<file path="src/rtl/fpaddsub_pkg.sv">
// fpaddsub_pkg: shared widths, FSM states and execute-stage bundle for the fp add/sub datapath
package fpaddsub_pkg;
  localparam int EXP_W = 8;
  localparam int MAN_W = 23;
  localparam int EXP_MAX = 255;
  typedef enum logic [1:0] {IDLE, NORM, ROUND, OUT} state_t;
  typedef struct packed {
    logic [MAN_W+2:0] sum;
    logic [EXP_W-1:0] exp;
    logic             psgn;
    logic             opr;
    logic             g;
    logic             s;
  } in_bundle_t;
endpackage

</file>
<file path="src/rtl/fpaddsub_round_pack.sv">
// fpaddsub_round_pack: round-to-nearest-even, carry fix-up, overflow saturation and IEEE packing
// in : m (hidden bit + fraction), e (biased exponent with one spare bit), sgn, g, s
// out: result {sign, exponent field, fraction}, overflow, zero
module fpaddsub_round_pack #(
  parameter int EXP_W = 8,
  parameter int MAN_W = 23
) (
  input  logic [MAN_W:0]       m,
  input  logic [EXP_W:0]       e,
  input  logic                 sgn,
  input  logic                 g,
  input  logic                 s,
  output logic [EXP_W+MAN_W:0] result,
  output logic                 overflow,
  output logic                 zero
);
  import fpaddsub_pkg::*;
  logic [MAN_W+1:0] mr;
  logic [MAN_W:0] mn;
  logic [EXP_W:0] en;
  logic [EXP_W-1:0] ef;
  always_comb begin
    mr = {1'b0, m} + {{(MAN_W+1){1'b0}}, g & (s | m[0])};
    mn = mr[MAN_W+1] ? mr[MAN_W+1:1] : mr[MAN_W:0];
    en = e + {{EXP_W{1'b0}}, mr[MAN_W+1]};
    overflow = en >= (EXP_W+1)'(EXP_MAX);
    // a denormal whose increment reaches the hidden bit picks up the minimum exponent automatically
    ef = mn[MAN_W] ? en[EXP_W-1:0] : '0;
    result = overflow ? {sgn, {EXP_W{1'b1}}, {MAN_W{1'b0}}} : {sgn, ef, mn[MAN_W-1:0]};
    zero = ~overflow & ~|ef & ~|mn[MAN_W-1:0];
  end
endmodule

</file>
<file path="src/rtl/fpaddsub_normalize_round.sv">
// fpaddsub_normalize_round: iterative one-bit-per-cycle normalise, RNE round and IEEE pack
// in : clk, rst_n, InValid + {Sum, Exp, PSgn, Opr, G, S} bundle, OutReady
// out: InReady (IDLE only), OutValid, Result {sign, exponent field, fraction}, Overflow, Zero
module fpaddsub_normalize_round #(
  parameter int EXP_W = 8,
  parameter int MAN_W = 23
) (
  input  logic                 clk,
  input  logic                 rst_n,
  input  logic                 InValid,
  output logic                 InReady,
  input  logic [MAN_W+2:0]     Sum,
  input  logic [EXP_W-1:0]     Exp,
  input  logic                 PSgn,
  input  logic                 Opr,
  input  logic                 G,
  input  logic                 S,
  output logic                 OutValid,
  input  logic                 OutReady,
  output logic [EXP_W+MAN_W:0] Result,
  output logic                 Overflow,
  output logic                 Zero
);
  import fpaddsub_pkg::*;
  state_t state, state_nx;
  in_bundle_t ib;
  logic [MAN_W:0] m, m_sh;
  logic [EXP_W:0] e, e_dec;
  logic sgn, g, s, carry, zero_in, skip_norm;
  logic [EXP_W+MAN_W:0] res;
  logic ov, z, unused_borrow;
  assign ib = {Sum, Exp, PSgn, Opr, G, S};
  assign unused_borrow = ib.sum[MAN_W+2];
  always_comb begin
    InReady = state == IDLE;
    OutValid = state == OUT;
    carry = ~ib.opr & ib.sum[MAN_W+1];
    zero_in = ~|ib.sum[MAN_W+1:0] & ~ib.g;
    // exponent 1 is already the denormal floor, so an unnormalised value there is left unshifted
    skip_norm = carry | zero_in | ib.sum[MAN_W] | (ib.exp == EXP_W'(1));
    m_sh = {m[MAN_W-1:0], g};
    e_dec = e - (EXP_W+1)'(1);
    state_nx = state;
    case (state)
      IDLE:    if (InValid) state_nx = skip_norm ? ROUND : NORM;
      NORM:    if (m_sh[MAN_W] | (e_dec == (EXP_W+1)'(1))) state_nx = ROUND;
      ROUND:   state_nx = OUT;
      OUT:     if (OutReady) state_nx = IDLE;
      default: state_nx = IDLE;
    endcase
  end
  always_ff @(posedge clk or negedge rst_n)
    if (!rst_n) begin
      state <= IDLE;
      m <= '0;
      e <= '0;
      sgn <= 1'b0;
      g <= 1'b0;
      s <= 1'b0;
      Result <= '0;
      Overflow <= 1'b0;
      Zero <= 1'b0;
    end else begin
      state <= state_nx;
      if (InValid && state == IDLE) begin
        m <= carry ? ib.sum[MAN_W+1:1] : ib.sum[MAN_W:0];
        e <= {1'b0, ib.exp} + {{EXP_W{1'b0}}, carry};
        sgn <= ib.psgn & ~zero_in;
        g <= carry ? ib.sum[0] : ib.g;
        s <= carry ? ib.g | ib.s : ib.s;
      end else if (state == NORM) begin
        m <= m_sh;
        g <= 1'b0;
        e <= e_dec;
      end
      if (state == ROUND) begin
        Result <= res;
        Overflow <= ov;
        Zero <= z;
      end
    end
  fpaddsub_round_pack #(.EXP_W(EXP_W), .MAN_W(MAN_W)) u_round (
    .m(m),
    .e(e),
    .sgn(sgn),
    .g(g),
    .s(s),
    .result(res),
    .overflow(ov),
    .zero(z)
  );
endmodule

</file>
<file path="config.mk">
export PLATFORM = sky130hd
export DESIGN_NAME = fpaddsub_normalize_round
export DESIGN_NICKNAME = d
export VERILOG_FILES = /design/src/rtl/fpaddsub_pkg.sv /design/src/rtl/fpaddsub_round_pack.sv /design/src/rtl/fpaddsub_normalize_round.sv
export SDC_FILE = /design/constraint.sdc
export NUM_CORES = 1
export LEC_CHECK = 0
export BUFFER_PORTS_ARGS = -buffer_cell sky130_fd_sc_hd__buf_2
export CAP_MARGIN = 0
export CORE_AREA = 2 2 96 98
export DETAILED_ROUTE_END_ITERATION = 8
export DIE_AREA = 0 0 98 100
export PLACE_DENSITY = 0.78
export SLEW_MARGIN = 20
export SYNTH_ARGS = -nofsm -noshare
export SYNTH_HDL_FRONTEND = slang
export SYNTH_SLANG_ARGS = --single-unit
</file>
<file path="constraint.sdc">
create_clock -name clk -period 4.13 [get_ports clk]
set_clock_uncertainty 0.15 [all_clocks]
set_input_delay 0.826 -clock clk [delete_from_list [all_inputs] [get_ports clk]]
set_output_delay 0.826 -clock clk [all_outputs]
set_load 0.005 [all_outputs]
</file>
## Word level (Yosys, flattened, before mapping)

Cells that the tools add are included.

| storage, ports and cells | value |
|---|---|
| flip-flop bits (word level) | 72 |
| output and inout bits | 36 |
| logic and storage cells | 65 |
| input bits | 42 |

| cells by class | value |
|---|---|
| $add $sub $neg | 4 |
| order comparisons | 1 |
| equal/unequal tests | 8 |
| mux-type cells | 17 |
| reductions and logical operators | 10 |
| bitwise gates (word level) | 16 |

Operator list:

| operator | count |
|---|---|
| $mux 24 | 4 |
| $mux 31 | 1 |
| $add 24x1->25 | 1 |
| $reduce_or 25->1 | 1 |
| $reduce_or 23->1 | 1 |
| $mux 9 | 2 |
| $add 8x1->9 | 1 |
| $add 9x1->9 | 1 |
| $eq 9x1->1 const B | 1 |
| $ge 9x8->1 const B | 1 |
| $sub 9x1->9 const B | 1 |
| $eq 8x1->1 const B | 1 |
| $mux 2 | 4 |
| $mux 8 | 1 |
| $pmux 2 s4 | 1 |
| $reduce_or 8->1 | 1 |
| $and 1x1->1 | 6 |
| $or 1x1->1 | 6 |
| $eq 2x2->1 const B | 2 |
| $mux 1 | 4 |
| $ne 2x2->1 const B | 2 |
| $not 1->1 | 4 |
| $logic_not 1->1 | 3 |
| $reduce_and 3->1 | 1 |
| other kinds (5) | 5 |

## Depth between registers and ports, before layout

Gate-level depths: netlist of the first run.

| depth | value |
|---|---|
| word-level depth | 9 |
| depth in mapped cells | 13 |
| depth with buffers taken out | 13 |

## Cells and area by module

A second synthesis of the first run with hierarchy kept.

| unflattened totals | value |
|---|---|
| cell total of the unflattened synthesis | 531 |
| area, all modules | 4,927.2 µm² |

Modules (own cells, without submodules):

| module | area an instance (µm²) | sequential area each (µm²) | times used | cells an instance |
|---|---|---|---|---|
| fpaddsub_normalize_round | 3,634.7 | 1,801.7 | 1 | 324 |
| fpaddsub_round_pack | 1,292.5 | 0.0 | 1 | 207 |

## Worst setup path after synthesis of the first run

Ideal clock, no wire load.

| path | value |
|---|---|
| path kind | register to register |
| start | reg m[7] |
| end | reg Zero |
| path buffers | 1 |
| period minus slack after synthesis | 3,003 ps |
| data arrival time | 2,778 ps |
| setup time | 75 ps |
| path slack | 1,127 ps |
| stages on the path, launching flop included | 13 |
| data required time | 3,905 ps |
| cell sequence | dfrtp_1 buf_2 nand4_2 nor3_2 and4_1 and3_1 ha_1 nand3_1 xnor2_1 or4_1 o41ai_1 nand4_1 o2bb2ai_2 |

| between the ends | value |
|---|---|
| word-level cells in the longest chain between the ends | 7 |
| elaborated cells on any way between the ends | 12 |
| classes of those cells | add/sub (2); order compare (1); mux (2); bitwise (3); reduce/logical (4) |

RTL lines:

| what | RTL line | RTL |
|---|---|---|
| start: declaration | fpaddsub_normalize_round.sv:27 | `logic [MAN_W:0] m, m_sh;` |
| start signal: assignment | fpaddsub_normalize_round.sv:66 | `m <= carry ? ib.sum[MAN_W+1:1] : ib.sum[MAN_W:0];` |
| start signal: assignment | fpaddsub_normalize_round.sv:72 | `m <= m_sh;` |
| $add 24x1->25 (*) | fpaddsub_round_pack.sv:23 | `mr = {1'b0, m} + {{(MAN_W+1){1'b0}}, g & (s \| m[0])};` |
| branches (longest 5 deep; another with $add 9x1->9) | n/a |  |
| $and 1x1->1 (*) | fpaddsub_round_pack.sv:30 | `zero = ~overflow & ~\|ef & ~\|mn[MAN_W-1:0];` |
| end signal: assignment | fpaddsub_normalize_round.sv:79 | `Zero <= z;` |
| end: declaration | fpaddsub_normalize_round.sv:22 | `output logic Zero` |

Every way passes the cells marked *.
A chain may end at the register's enable or synchronous reset.

## Worst setup path after layout of the first run

Same ends and word-level chain as after synthesis.

==> results of run 1 <==
==> cells by family after synthesis <==
kind of cell    count (synthesis)  share of synthesized area, %
buf+inv                        66                         5.624
flops                          72                         37.15
mux                            31                         6.605
fa+ha+maj                      11                         2.838
compound gates                145                         19.14
simple gates                  181                         21.41
xor+xnor                       40                         7.224
==> sequential cells by signal, indices dropped and copies added, names as in the netlist <==
signal / flops
state: 2
e: 9
g: 1
s: 1
sgn: 1
Zero: 1
Result: 32
Overflow: 1
m: 24
==> routing by layer <==
layer | vias up | track usage [%]
li1 | 2116 | -
met1 | 2032 | 35.49
met2 | 166 | 39.25
met3 | 22 | 2.994
met4 | 0 | 8.333
met5 | - | 0
==> layout make-up <==
| class | count | share of cell area, % |
|---|---|---|
| multi-input cells | 408 | 50.67 |
| clock buffers | 12 | 2.830 |
| repair buffers | 82 | 7.989 |
| clock inverters | 3 | 1.187 |
| inverters | 28 | 1.917 |
| flip-flops and latches | 72 | 32.87 |
| well taps | 111 | 2.534 |
==> worst max-delay path: cells and delay by family, from the launching register on <==
kind                     cells  cell delay [ns]
adder cells (fa/ha/maj)      1             0.30
AO/OA/AOI/OAI                2             0.48
AND/OR/NAND/NOR              7             1.89
XOR/XNOR                     1             0.17
flip-flops                   1             0.55
==> layout by cell type (no fill, tap or decap), drive strengths merged, types with 8 or more instances in the layout <==
master,Yosys,layout
nand2,31,31
buf,18,82
nor4,13,13
dfrtp,72,72
xor2,13,13
nand3,24,24
nor2b,21,21
a21oi,48,48
inv,28,28
and3,10,10
nor3,8,8
nand4,18,18
a211oi,21,21
nor2,28,28
xnor2,27,27
ha,11,11
mux2i,26,26
o2bb2ai,9,9
clkbuf,20,12
o21ai,32,32
o211ai,8,8
==> where the power goes <==
group / switching (W) / total (W) / leakage (nW) / internal [W]
registers: 0.000472 / 0.00153 / 0.868 / 0.00106
clock network: 0.000259 / 0.000628 / 0.112 / 0.000369
logic: 0.00102 / 0.00183 / 1.36 / 0.000805
total: 0.00175 / 0.00399 / 2.34 / 0.00223
==> synthesized netlist by cell type (13+ instances only) <==
cell type / number / area share (%)
sky130_fd_sc_hd__inv_1: 27 / 2.1
sky130_fd_sc_hd__o21ai_0: 32 / 3.3
sky130_fd_sc_hd__dfrtp_1: 72 / 37
sky130_fd_sc_hd__nand3_1: 22 / 2.3
sky130_fd_sc_hd__xor2_1: 13 / 2.3
sky130_fd_sc_hd__nand4_1: 17 / 2.2
sky130_fd_sc_hd__a211oi_1: 21 / 3.3
sky130_fd_sc_hd__a21oi_1: 48 / 5.0
sky130_fd_sc_hd__clkbuf_1: 20 / 1.5
sky130_fd_sc_hd__mux2i_1: 26 / 5.4
sky130_fd_sc_hd__nand2_1: 31 / 2.4
sky130_fd_sc_hd__nor2_1: 28 / 2.2
sky130_fd_sc_hd__nor2b_1: 21 / 2.7
sky130_fd_sc_hd__xnor2_1: 27 / 4.9
==> worst max path at each step <==
stage | endpoint | slack (ns) | cells after the start
finish | Zero$_DFFE_PN0P_ | 0.52 | 11
global route | Result[3]$_DFFE_PN0P_ | 0.28 | 11
CTS | Zero$_DFFE_PN0P_ | 0.54 | 11
detailed placement | Zero$_DFFE_PN0P_ | 0.53 | 11
global placement | Zero$_DFFE_PN0P_ | 0.68 | 11
floorplan | Zero$_DFFE_PN0P_ | 1.13 | 12
==> metrics by stage <==
step	power, W	cell area, µm²
finish	0.003988	5482
global route	0.004295	5482
CTS	0.003963	5482
detailed placement	0.003317	5261
global placement	0.003234	5261
floorplan	0.002771	4850
==> load_flow_metrics.sql, run 1 <==
INSERT INTO impl_metrics (metric_group, metric, value, unit) VALUES
('timing', 'report.final.hold_viol_count', '0', ''),
('clock_network', 'cts_hold_buffers', '0', ''),
('critical_path', 'timing.reg2reg.setup_slack', '0.52', 'ns'),
('global_route', 'groute.usage.overall', '24.73', '%'),
('place', 'gpl.final_weighted_congestion', '0.9379', ''),
('place', 'dp_hpwl', '8613', 'µm'),
('drt', 'detailedRoute.firstPassIterationCount', '5', ''),
('critical_path', 'critical_path_class', 'reg2reg', ''),
('finish', 'drive_above_1_share', '18.84', '%'),
('finish', 'signed_area_change_from_the_synthesized_netlist_to_the_final_layout', '13.03', '%'),
('drt', 'drt.antenna.violating_nets', '0', ''),
('drt', 'wire_per_inst', '16.65', 'µm'),
('timing', 'hold_slack', '0.3392', 'ns'),
('min_path', 'hold_path.class', 'reg2reg', ''),
('critical_path', 'worstPathMaxFanout', '8', ''),
('finish', 'final_core_util', '61.66', '%'),
('run_status', 'outcome', 'finished, final reports clean', ''),
('synthesis', 'postSynthAreaPerCell', '8.882', 'µm²'),
('clock_network', 'worstSkewPairLatency', '0.36', 'ns'),
('clock_network', 'clk_root_buffer_cell', 'sky130_fd_sc_hd__clkbuf_8', ''),
('timing', 'period_needed', '3.608', 'ns'),
('global_route', 'number_of_antenna_violations_at_the_first_check_in_global_routing', '0', ''),
('timing', 'setup_viol', '0', ''),
('timing', 'fin_setup_tns', '0', 'ns'),
('global_route', 'grt_first_pass_wirelength', '19690', 'µm'),
('timing', 'worstMarginPinSlew', '0.9121', 'ns'),
('drt', 'detail_route.wirelength.met1', '5671', 'µm'),
('critical_path', 'worst_r2r_startpoint', 'm[7]$_DFFE_PN0P_', ''),
('timing', 'rsz0062_at_grt', 'no', ''),
('min_path', 'min-delay-start', 'Result[13]$_DFFE_PN0P_', ''),
('floorplanning', 'io_pins', '78', ''),
('critical_path', 'worstPathRequired', '4.26', 'ns'),
('critical_path', 'setup.worst_path.start', 'm[7]$_DFFE_PN0P_', ''),
('pwr', 'power_density', '727.5', 'nW/µm²'),
('pwr', 'leakagePower', '2.340', 'nW'),
('floorplanning', 'floorplan.initialDensity', '54.55', '%'),
('floorplanning', 'placement_rows', '35', ''),
('synthesis', 'synth_edf_count', '0', ''),
('synthesis', 'mappedNetlistArea', '4850', 'µm²'),
('drt', 'wl_met2', '5391', 'µm'),
('synthesis', 'postSynthRegisterBits', '72', ''),
('synthesis', 'synth-seq-area-share', '37.15', '%'),
('floorplanning', 'die_area', '9800', 'µm²'),
('drt', 'vias_per_instance', '6.056', ''),
('synthesis', 'netlist-cell-type-count', '60', ''),
('drt', 'detail_route.wirelength', '11920', 'µm'),
('clock_network', 'cts_max_level', '3', ''),
('critical_path', 'cell_by_cell_listing_of_the_critical_path', 'nand4_2 -> nor3_2 -> and4_1 -> and3_1 -> ha_1 -> nand3_1 -> xnor2_1 -> or4_1 -> o41ai_1 -> nand4_1 -> o2bb2ai_2', ''),
('clock_network', 'post-cts-setup-buffer-count', '0', ''),
('synthesis', 'synth_warnings', '0', ''),
('clock_network', 'max_root_sink_buffers', '2', ''),
('timing', 'relSlewSlack', '39.19', '%'),
('critical_path', 'cp.arrival', '3.74', 'ns'),
('finish', 'n_antenna_cell', '0', ''),
('floorplanning', 'floorplan.die.height', '100', 'µm'),
('finish', 'nFillCells', '757', ''),
('finish', 'layout.nets', '654', ''),
('place', 'dp.cells', '701', ''),
('job', 'drv.max_cap_violation_count', '0', ''),
('clock_network', 'post_cts_resize_count', '0', ''),
('global_route', 'grt_max_degree', '56', ''),
('synthesis', 'synth_fp_nets', '599', ''),
('pwr', 'vdd_ir_drop_max', '0.0005334', 'V'),
('critical_path', 'critical_path.slowest_cell', 'sky130_fd_sc_hd__dfrtp_1', ''),
('clock_network', 'cts_buffers', '9', ''),
('synthesis', 'postSynth.asyncResetShare', '100.0', '%'),
('timing', 'maxSlewViolCount', '0', ''),
('drt', 'route.vias.total', '4336', ''),
('global_route', 'total_congestion_overflow_after_global_routing', '0', ''),
('finish', 'stdcell_count', '716', ''),
('timing', 'max_freq', '277.2', 'MHz');
No activity file was read; power rests on OpenSTA's default activity.
==> run 2: changes to the inputs <==
--- a/config.mk
+++ b/config.mk
@@ -10,8 +10,9 @@
 export CORE_AREA = 2 2 96 98
 export DETAILED_ROUTE_END_ITERATION = 8
 export DIE_AREA = 0 0 98 100
-export PLACE_DENSITY = 0.78
+export PLACE_DENSITY = 0.79
 export SLEW_MARGIN = 20
 export SYNTH_ARGS = -nofsm -noshare
 export SYNTH_HDL_FRONTEND = slang
+export SYNTH_HIERARCHICAL = 1
 export SYNTH_SLANG_ARGS = --single-unit
==> constraint.sdc (replaced) <==
create_clock -name clk -period 4.13 [get_ports clk]
set_clock_uncertainty 0.15 [all_clocks]
set_input_delay 0.826 -clock clk [delete_from_list [all_inputs] [get_ports clk]]
set_output_delay 0.826 -clock clk [all_outputs]
set_load 0.02 [all_outputs]
==> run 2 against run 1 <==
Effect of this change: synthesized cell count down 2.7%; power is 10% higher; combinational power is 22% higher; hold slack worse by 0.015 ns; synthesized area is 1.6% higher; die area stayed put; clock power decreased by 2%; critical endpoint unchanged; setup slack worse by 0.24 ns; routed wire length fell by 5.2%; design area rose by 2.8%; global-route usage shrank 1.4 points.
==> load_flow_metrics.sql, run 2 <==
INSERT INTO impl_metrics (metric_group, metric, value, unit) VALUES
('synthesis', 'netlist-cell-type-count', '49', ''),
('clock_network', 'cts_hold_buffers', '0', ''),
('synthesis', 'synth_top_cells_by_count', '72 x sky130_fd_sc_hd__dfrtp_1, 45 x sky130_fd_sc_hd__a21oi_1, 40 x sky130_fd_sc_hd__nor2_1', ''),
('drt', 'initialDrtViolationCount', '245', ''),
('drt', 'detail_route.wirelength', '11310', 'µm'),
('clock_network', 'cts_buffers', '9', ''),
('drt', 'wire_per_inst', '15.86', 'µm'),
('finish', 'register_with_the_most_flip_flops', 'Result', ''),
('job', 'drv.max_cap_violation_count', '0', ''),
('synthesis', 'synth_edf_count', '0', ''),
('clock_network', 'worstSkewPairLatency', '0.35', 'ns'),
('synthesis', 'synth_fp_nets', '585', ''),
('place', 'port_buffers', '76', ''),
('finish', 'final_core_util', '63.36', '%'),
('finish', 'largest_register_ffs', '32', ''),
('pwr', 'leakagePower', '2.291', 'nW'),
('drt', 'vias_per_instance', '5.857', ''),
('floorplanning', 'io_pins', '78', ''),
('finish', 'signed_area_change_from_the_synthesized_netlist_to_the_final_layout', '14.32', '%'),
('finish', 'drive_above_1_share', '26.41', '%'),
('floorplanning', 'floorplan.die.height', '100', 'µm'),
('synthesis', 'synth_ff_type', 'sky130_fd_sc_hd__dfrtp_1', ''),
('pwr', 'power_density', '778.9', 'nW/µm²'),
('global_route', 'number_of_antenna_violations_at_the_first_check_in_global_routing', '0', ''),
('clock_network', 'cts_max_level', '3', ''),
('critical_path', 'worstPathRequired', '4.27', 'ns'),
('synthesis', 'post-synth-top-count-cell', 'sky130_fd_sc_hd__dfrtp_1', ''),
('timing', 'rsz0062_at_grt', 'no', ''),
('floorplanning', 'die_area', '9800', 'µm²'),
('drt', 'drc', '0', ''),
('critical_path', 'critical_path_class', 'reg2reg', ''),
('finish', 'reg_top3', 'Result: 32 flops, m: 24 flops, e: 9 flops', ''),
('timing', 'fin_setup_tns', '0', 'ns'),
('clock_network', 'cts_tree', 'yes', ''),
('synthesis', 'synth.area.top_cells', 'sky130_fd_sc_hd__dfrtp_1 37%, sky130_fd_sc_hd__mux2_2 8.9%, sky130_fd_sc_hd__mux2i_1 6.3%', ''),
('finish', 'most-common-layout-cells', '75 x sky130_fd_sc_hd__buf_2, 72 x sky130_fd_sc_hd__dfrtp_1, 45 x sky130_fd_sc_hd__a21oi_1', ''),
('global_route', 'grt_max_degree', '50', ''),
('global_route', 'first_global_vias', '3927', ''),
('clock_network', 'post-cts-setup-buffer-count', '0', ''),
('critical_path', 'cp.arrival', '3.99', 'ns'),
('drt', 'detailedRoute.firstPassIterationCount', '4', ''),
('timing', 'setup_viol', '0', ''),
('finish', 'n_antenna_cell', '0', ''),
('synthesis', 'synth_warnings', '6', ''),
('global_route', 'groute.usage.overall', '23.32', '%'),
('place', 'dp_hpwl', '8534', 'µm'),
('synthesis', 'postSynthAreaPerCell', '9.279', 'µm²'),
('timing', 'worstMarginPinSlew', '0.7213', 'ns'),
('timing', 'final_min_period_over_clock_period', '93.21', '%'),
('drt', 'route.vias.total', '4176', ''),
('global_route', 'grt_first_pass_wirelength', '18690', 'µm'),
('floorplanning', 'floorplan.initialDensity', '55.43', '%'),
('synthesis', 'synthDominantAreaCellType', 'sky130_fd_sc_hd__dfrtp_1', ''),
('place', 'gpl.final_weighted_congestion', '0.9107', ''),
('run_status', 'outcome', 'finished, final reports clean', ''),
('floorplanning', 'placement_rows', '35', ''),
('timing', 'relSlewSlack', '51.75', '%'),
('pwr', 'vdd_ir_drop_max', '0.0002893', 'V'),
('clock_network', 'cts.reportedPaths.clkPinSlew', '0.08', 'ns'),
('clock_network', 'max_root_sink_buffers', '2', ''),
('synthesis', 'postSynthRegisterBits', '72', ''),
('floorplanning', 'floorplan.die.width', '98', 'µm'),
('timing', 'max_freq', '259.8', 'MHz'),
('timing', 'maxSlewViolCount', '0', ''),
('finish', 'layout.nets', '651', ''),
('drt', 'drt.antenna.violating_nets', '0', ''),
('finish', 'final_common_cell', 'sky130_fd_sc_hd__buf_2', ''),
('clock_network', 'clk_root_buffer_cell', 'sky130_fd_sc_hd__clkbuf_8', ''),
('timing', 'report.final.hold_viol_count', '0', ''),
('global_route', 'total_congestion_overflow_after_global_routing', '0', ''),
('synthesis', 'yosysTopAreaCellShare', '36.57', '%'),
('timing', 'period_needed', '3.850', 'ns'),
('synthesis', 'postSynthCellCount', '531', ''),
('synthesis', 'synth-seq-area-share', '36.57', '%'),
('critical_path', 'setup.worst_path.start_class', 'flop', ''),
('synthesis', 'postSynth.asyncResetShare', '100.0', '%'),
('synthesis', 'mappedNetlistArea', '4927', 'µm²'),
('critical_path', 'worstPathMaxFanout', '5', ''),
('critical_path', 'worstSetupEndpointType', 'flop', ''),
('min_path', 'hold_path.class', 'in2async', ''),
('floorplanning', 'core_area', '8890', 'µm²'),
('clock_network', 'clock-sinks', '72', '');
## run 2: cell count changes in the layout (fill, tap and decap cells not counted), moves of 6 or more
cell,delta
sky130_fd_sc_hd__xor2_1,+6
sky130_fd_sc_hd__inv_1,-16
sky130_fd_sc_hd__buf_4,+9
sky130_fd_sc_hd__mux2_2,+36
sky130_fd_sc_hd__nor2_1,+11
sky130_fd_sc_hd__o211ai_1,-7
sky130_fd_sc_hd__o21ai_0,-13
sky130_fd_sc_hd__nand4_1,-6
sky130_fd_sc_hd__o2bb2ai_1,-8
## run 2: stage by stage
step           instances  total power [W]  setup WS, ns  area [µm²]  hold slack, ns
2_1_floorplan        531         0.003153        0.2100        4927          0.3005
3_3_place_gp         697         0.003673        0.2035        5391          0.3255
3_5_place_dp         697         0.003769        0.1278        5391          0.3335
4_1_cts              713         0.004396        0.1310        5610          0.3547
5_1_grt              713         0.004722       0.02464        5633          0.3663
6_report             713         0.004388        0.2803        5633          0.3238
## run 2: logic make-up after synthesis
group                      after synthesis  synth area share [%]
buffers and inverters                   46                 4.444
AOI/OAI and AO/OA                      110                 13.79
adders and majority gates               12                 3.047
xor gates and xnor gates                42                 7.466
and+or+nand+nor                        178                 19.25
muxes                                   71                 15.44
DFF                                     72                 36.57
## run 2: metal layers
layer | routed length (µm) | global-route usage [%] | vias to the layer above | part of all wire (%)
met4 | 201 | 7.906 | 0 | 1.8
met5 | 0 | 0 | - | 0
met2 | 5209 | 37.14 | 107 | 46
met3 | 510 | 3.552 | 18 | 4.5
met1 | 5384 | 32.78 | 1976 | 48
li1 | - | - | 2075 | -
## run 2: power breakdown
part,leakage (nW),internal (W),total (W),switching (W)
combinational,1.35,0.00104,0.00224,0.00120
clock,0.110,0.000341,0.000615,0.000274
sequential,0.831,0.00106,0.00154,0.000475
## run 2: path summary, 6_finish.rpt
check / startpoint / end / slack, ns / cells past startpoint
min in group clk: Result[12]$_DFFE_PN0P_ / Result[12]$_DFFE_PN0P_ / 0.35 / 1
worst min-delay path: rst_n / sgn$_DFFE_PN0P_ / 0.32 / 1
worst max-delay path: m[0]$_DFFE_PN0P_ / Zero$_DFFE_PN0P_ / 0.28 / 15
max in group asynchronous: rst_n / Result[21]$_DFFE_PN0P_ / 2.74 / 2
worst min register to register: Result[12]$_DFFE_PN0P_ / Result[12]$_DFFE_PN0P_ / 0.35 / 1
worst max register to register: m[0]$_DFFE_PN0P_ / Zero$_DFFE_PN0P_ / 0.28 / 15
## run 2: worst max-delay path, stage by stage (launching register included)
cell and delay (ns):
sky130_fd_sc_hd__dfrtp_1 0.40, sky130_fd_sc_hd__o21a_1 0.14, sky130_fd_sc_hd__ha_2 0.22, sky130_fd_sc_hd__ha_1 0.21, sky130_fd_sc_hd__nand3_1 0.11, sky130_fd_sc_hd__or4_1 0.57, sky130_fd_sc_hd__nor2_2 0.19, sky130_fd_sc_hd__ha_1 0.27
sky130_fd_sc_hd__nand2_1 0.12, sky130_fd_sc_hd__nor2_1 0.32, sky130_fd_sc_hd__xnor2_1 0.21, sky130_fd_sc_hd__nand2_1 0.12, sky130_fd_sc_hd__o32ai_1 0.22, sky130_fd_sc_hd__nand4_1 0.17, sky130_fd_sc_hd__nor3_2 0.21, sky130_fd_sc_hd__mux2_2 0.17
## run 2: area by class of cell
| class | count | area (µm²) |
|---|---|---|
| Clock buffer | 9 | 123.9 |
| Sequential cell | 72 | 1802 |
| Multi-Input combinational cell | 413 | 2932 |
| Fill cell | 764 | 3257 |
| Inverter | 11 | 41.29 |
| Tap cell | 111 | 138.9 |
| Timing Repair Buffer | 90 | 500.5 |
| Clock inverter | 7 | 95.09 |
## run 2: repair_timing
action,4_1_cts,5_1_grt
endpoints found under the setup margin,0,25
gates resized for setup,0,6
endpoints found under the hold margin,0,0
